File: config.mk
export PLATFORM = sky130hd
export DESIGN_NAME = ifq_fetch_ctrl
export DESIGN_NICKNAME = d
export VERILOG_FILES = /design/src/rtl/ifq_pkg.sv /design/src/rtl/ifq_fetch_ctrl.sv
export SDC_FILE = /design/constraint.sdc
export NUM_CORES = 1
export LEC_CHECK = 0
export CORE_UTILIZATION = 30
export DETAILED_ROUTE_END_ITERATION = 12
export GPL_TIMING_DRIVEN = 0
export HOLD_SLACK_MARGIN = 0.03
export PLACE_DENSITY_LB_ADDON = 0.05
export SLEW_MARGIN = 30
export SYNTH_ARGS = -nofsm -noshare
export SYNTH_HDL_FRONTEND = slang
export SYNTH_SLANG_ARGS = --single-unit
File: constraint.sdc
create_clock -name clk -period 2.33 [get_ports clk]
set_input_delay 0.233 -clock clk [delete_from_list [all_inputs] [get_ports clk]]
set_output_delay 0.233 -clock clk [all_outputs]
set_load 0.02 [all_outputs]
File: src/rtl/ifq_pkg.sv
// ifq_pkg: definitions shared by the instruction fetch controller and the IFQ.
//   ifq_state_e          fetch controller FSM state encoding
//   LINE_BYTES           bytes per cache line (fetch address stride)
//   DEF_CACHE_LINE_WIDTH default line width in bits
//   DEF_ADDR_WIDTH       default byte-address width
package ifq_pkg;

  typedef enum logic [1:0] {
    S_IDLE = 2'd0,  // one cycle after reset before the first request
    S_REQ  = 2'd1,  // cache read outstanding, waiting for the line
    S_PUSH = 2'd2,  // line buffered, presenting it to the IFQ
    S_DROP = 2'd3   // a stale line is still in flight and must be discarded
  } ifq_state_e;

  localparam int LINE_BYTES           = 16;
  localparam int DEF_CACHE_LINE_WIDTH = 128;
  localparam int DEF_ADDR_WIDTH       = 32;

endpackage

File: src/rtl/ifq_fetch_ctrl.sv
// ifq_fetch_ctrl: sequential instruction-line fetcher feeding the IFQ.
// Requests one cache line at a time, buffers the returned line and pushes it
// into the IFQ. A jump/branch redirect restarts fetching at the target line;
// the first line after a redirect is delivered with flush instead of a write.
//
// Ports
//   clk                 clock, all logic on the rising edge
//   rst                 synchronous active-low reset
//   Jmp_Branch_valid    redirect request (one-cycle pulse)
//   Jmp_Branch_address  redirect byte address
//   Cache_dout_valid    cache line returned this cycle
//   Cache_dout          returned cache line
//   fifo_full           IFQ cannot accept a write
//   Rd_en               cache read request
//   PC_out              line-aligned request address
//   fifo_write_en       push Data_in into the IFQ
//   flush               flush the IFQ and load Data_in as its entry 0
//   Jmp_Branch_Bits_2_3 word offset of the redirect target in the flushed line
//   Data_in             line presented to the IFQ
module ifq_fetch_ctrl
  import ifq_pkg::*;
#(
  parameter int                    CACHE_LINE_WIDTH = DEF_CACHE_LINE_WIDTH,
  parameter int                    ADDR_WIDTH       = DEF_ADDR_WIDTH,
  parameter logic [ADDR_WIDTH-1:0] RESET_PC         = '0
) (
  input  logic                        clk,
  input  logic                        rst,
  input  logic                        Jmp_Branch_valid,
  input  logic [ADDR_WIDTH-1:0]       Jmp_Branch_address,
  input  logic                        Cache_dout_valid,
  input  logic [CACHE_LINE_WIDTH-1:0] Cache_dout,
  input  logic                        fifo_full,
  output logic                        Rd_en,
  output logic [ADDR_WIDTH-1:0]       PC_out,
  output logic                        fifo_write_en,
  output logic                        flush,
  output logic [1:0]                  Jmp_Branch_Bits_2_3,
  output logic [CACHE_LINE_WIDTH-1:0] Data_in
);

  ifq_state_e                  state_reg, state_next;
  logic [ADDR_WIDTH-1:0]       pc_reg, pc_next;
  logic [CACHE_LINE_WIDTH-1:0] line_reg, line_next;
  logic [1:0]                  bits_reg, bits_next;
  logic                        flush_pending_reg, flush_pending_next;

  logic                        redirect;
  logic                        flush_int;
  logic                        write_int;
  logic [ADDR_WIDTH-1:0]       redirect_pc;

  // Only the line-aligned part and the word offset of the target are used.
  logic unused_addr_bits;
  assign unused_addr_bits = ^Jmp_Branch_address[1:0];

  assign redirect    = Jmp_Branch_valid && (state_reg != S_IDLE);
  assign redirect_pc = {Jmp_Branch_address[ADDR_WIDTH-1:4], 4'b0000};

  // A pending flush is delivered whether or not the IFQ is full, since the
  // flush empties it anyway; plain writes wait for space.
  assign flush_int = (state_reg == S_PUSH) && flush_pending_reg;
  assign write_int = (state_reg == S_PUSH) && !flush_pending_reg && !fifo_full;

  // Strobes are gated by rst so they are already low during the cycle in
  // which reset is being applied, not only after the reset edge.
  assign Rd_en               = rst && (state_reg == S_REQ);
  assign fifo_write_en       = rst && write_int;
  assign flush               = rst && flush_int;
  assign PC_out              = pc_reg;
  assign Jmp_Branch_Bits_2_3 = bits_reg;
  assign Data_in             = line_reg;

  always_comb begin
    state_next         = state_reg;
    pc_next            = pc_reg;
    line_next          = line_reg;
    bits_next          = bits_reg;
    flush_pending_next = flush_pending_reg;

    case (state_reg)
      S_IDLE: begin
        state_next = S_REQ;
      end
      S_REQ: begin
        if (redirect) begin
          // A line arriving together with the redirect is stale; if none
          // arrived yet, it is still in flight and must be dropped later.
          state_next = Cache_dout_valid ? S_REQ : S_DROP;
        end else if (Cache_dout_valid) begin
          line_next  = Cache_dout;
          state_next = S_PUSH;
        end
      end
      S_PUSH: begin
        if (redirect) begin
          // Any push driven this cycle stands; the buffer is abandoned.
          state_next = S_REQ;
        end else if (flush_int || write_int) begin
          pc_next            = pc_reg + ADDR_WIDTH'(LINE_BYTES);
          flush_pending_next = 1'b0;
          state_next         = S_REQ;
        end
      end
      S_DROP: begin
        // Once the stale line is consumed nothing is outstanding, so a
        // redirect in the same cycle simply retargets the new request.
        if (Cache_dout_valid) begin
          state_next = S_REQ;
        end
      end
      default: begin
        state_next = S_IDLE;
      end
    endcase

    // Redirect overrides any sequential PC advance; last redirect wins.
    if (redirect) begin
      pc_next            = redirect_pc;
      bits_next          = Jmp_Branch_address[3:2];
      flush_pending_next = 1'b1;
    end
  end

  always_ff @(posedge clk) begin
    if (!rst) begin
      state_reg         <= S_IDLE;
      pc_reg            <= RESET_PC;
      line_reg          <= '0;
      bits_reg          <= 2'b00;
      flush_pending_reg <= 1'b0;
    end else begin
      state_reg         <= state_next;
      pc_reg            <= pc_next;
      line_reg          <= line_next;
      bits_reg          <= bits_next;
      flush_pending_reg <= flush_pending_next;
    end
  end

endmodule

==> impl_metrics.json <==
{
  "grt-ovfl-total": 0,
  "startpoint_type": "flop",
  "drc": 0,
  "grt_max_degree": 17,
  "synthAdderAreaFrac_pct": 0.195,
  "clkSinkCount": 161,
  "max_freq_mhz": 451,
  "core_area_sq_um": 21000,
  "r2r-start": "flush_pending_reg",
  "power_leakage_uw": 0.00371,
  "final_cells": 1458,
  "synth_cell_type_count": 52,
  "worst-setup-path-type": "reg -> out",
  "reg2regPathDepth": 6,
  "grt_pass1_wl_mm": 35.6,
  "required_ps": 2100,
  "run_status": "completed",
  "worstPathMaxFanout": 10,
  "synth_xor_area_share_pct": 0.956,
  "synth_top_family_by_area": "simple AND/OR/NAND/NOR gates",
  "cts_tree": "built",
  "maxCapViolCount": 0,
  "gp_congestion": 0.800,
  "antenna_cells": 0,
  "ios": 330,
  "muxShareOfSynthArea_pct": 0.488,
  "insertion_delay_ps": 420,
  "area_delta_synth_final_pct": 66.0,
  "htree_levels": 4,
  "fin_crit_ps": 2220,
  "clk_pin_slew_worst_paths_ps": 70,
  "drtIter0Drc": 329,
  "cts_max_path_buffers": 2,
  "synthArstFlopShare_pct": 0,
  "synth_compound_area_share_pct": 18.0,
  "worstReg2RegEnd": "PC_out[27]",
  "skew_ps": 9.28,
  "ys_seq_elements": 161,
  "cp.arrival_ps": 1990,
  "detail_route.wl_per_cell_um": 16.2,
  "whs_endpoint": "Data_in[44]",
  "post-cts-setup-buffer-count": 0,
  "seq_area_frac_synth_pct": 50.2,
  "syn_area_per_cell_sq_um": 7.76,
  "yosys_warnings": 0,
  "utilization_pct": 50.7,
  "timing.final.ws_setup_ps": 112,
  "largest_reg_flops": 128,
  "initial_core_util_pct": 30.5,
  "grt_pass1_vias": 6432,
  "cts_buffers": 17,
  "first_pass_iters": 4,
  "yosys.area_share.simple_pct": 25.8,
  "drt-total-wl_mm": 23.6,
  "place_inst": 1428,
  "hold_viol": 0,
  "die_w_um": 148,
  "grt_usage_pct": 21.0,
  "antenna_found_initial": 1,
  "fin_hold_ws_ps": 355,
  "peakVddDrop_mv": 0.461,
  "dp_slack_ps": -353,
  "hold-path-cell-count": 3,
  "hp-start": "Cache_dout[44]",
  "rows": 53,
  "synth_edf_count": 0,
  "synthesis.area_sq_um": 6410,
  "place_hpwl_mm": 17.3,
  "dieArea_sq_um": 22000,
  "ys.flop_type": "dfxtp_1",
  "die_y_um": 148,
  "end_kind": "primary output",
  "drive_gt1_share_pct": 5.75,
  "vias_per_cell": 4.70,
  "vias": 6852,
  "antenna_left": 0,
  "fin_crit_sh_pct": 95.2,
  "tightest_slew_ps": 692,
  "hold_class": "in -> reg",
  "cts_hold_buf": 0,
  "reg2reg_slack_ps": 220,
  "finalMaxSlewViolations": 0,
  "port_buffers": 323,
  "slew_headroom_pct": 53.9,
  "nNetsFinal": 1337,
  "cts-root-buf": "clkbuf_16",
  "fin_setup_tns_ps": 0,
  "setup_viol": 0,
  "power.density_nw_per_um2": 666,
  "syn_inst": 827
}
==> per-layer routing <==
metal	up-vias	global-route usage, %	part of all wire [%]
li1	3471	-	-
met2	246	34.7	47
met5	-	0	0.042
met4	2	5.31	1.0
met1	3112	25.6	43
met3	21	7.76	9.1
==> synth_stat cells (all sizes together) (2+ instances only) <==
master | instances | share of area (%)
o31ai | 3 | 0.35
a211oi | 5 | 0.59
nand2b | 3 | 0.29
nand2 | 294 | 17
nand4 | 8 | 1.0
clkbuf | 44 | 2.6
nor4b | 2 | 0.27
inv | 4 | 0.23
o31a | 5 | 0.68
or4 | 3 | 0.35
or3 | 3 | 0.29
o21a | 5 | 0.59
a22oi | 5 | 0.59
nor2 | 17 | 0.99
nor4 | 4 | 0.86
o21ai | 8 | 0.62
o32ai | 3 | 0.41
xor2 | 2 | 0.27
o41ai | 2 | 0.27
nand3 | 17 | 1.4
nor3b | 2 | 0.23
mux2i | 2 | 0.31
o211ai | 3 | 0.35
xnor2 | 5 | 0.68
buf | 16 | 1.4
dfxtp | 161 | 50
nor2b | 2 | 0.20
a21oi | 153 | 12
and3 | 10 | 0.98
a22o | 2 | 0.27
and2 | 5 | 0.49
a31oi | 6 | 0.59
nor3 | 10 | 0.78
==> worst max-delay path, stage by stage (launching register included) <==
cell and delay [ps]:
dfxtp_1 330, clkbuf_1 240, nor3_1 310, clkdlybuf4s50_1 680
==> through the flow <==
step / cell area (sq um) / total power (uW)
final: 10600 / 7090
after global routing: 10600 / 7360
after detailed placement: 10000 / 4170
after global placement: 10000 / 4170
after CTS: 10600 / 7150
after floorplan: 6430 / 3510
==> repair_timing <==
| action | CTS | global route |
|---|---|---|
| resized for setup | 6 | 19 |
| pin swaps | 0 | 1 |
| setup endpoints to repair | 81 | 141 |
==> cells in the final DEF (no fill, tap or decap), types with 6 or more instances in the layout <==
| cell type | instances |
|---|---|
| clkbuf_1 | 33 |
| nand4_1 | 7 |
| clkbuf_2 | 10 |
| dfxtp_1 | 161 |
| nand2_1 | 294 |
| nor2_1 | 17 |
| buf_2 | 12 |
| and3_1 | 10 |
| nor3_1 | 9 |
| clkdlybuf4s50_1 | 322 |
| o21ai_0 | 7 |
| a31oi_1 | 6 |
| a21oi_1 | 153 |
| nand3_1 | 16 |
| clkbuf_16 | 17 |
==> how the worst max path moves through the flow <==
stage	startpoint	to	slack [ps]	cells past startpoint
after floorplan	PC_out[4]	PC_out[22]	330	6
after global placement	Jmp_Branch_valid	Data_in[72]	-340	8
after detailed placement	Jmp_Branch_valid	Data_in[77]	-350	8
after CTS	state_reg[0]	flush	-20	4
after global routing	Jmp_Branch_valid	Data_in[79]	-4	8
final	state_reg[1]	Rd_en	110	3
==> power breakdown <==
part / internal [uW] / switching, uW
registers: 2870 / 109
logic: 582 / 550
clock network: 1740 / 1240
total: 5190 / 1900
==> cell type report <==
type | instances | area (sq um)
fill | 2072 | 10400
timing repair buffer | 323 | 3230
sequential | 161 | 3220
multi-input combinational | 605 | 2960
clock buffer | 18 | 439
tap | 275 | 344
buffer | 59 | 264
clock inverter | 13 | 174
inverter | 4 | 15.0
==> logic make-up (layout without fill, tap and decap cells) <==
group	after synthesis	after routing
buffers and inverters	64	417
adder cells (fa/ha/maj)	1	1
multiplexers	3	3
AO/OA/AOI/OAI	206	206
AND/OR/NAND/NOR	384	384
XOR/XNOR	7	7
flip-flops	161	161
other	1	4
Note: power is estimated with default switching activity, not from simulation.
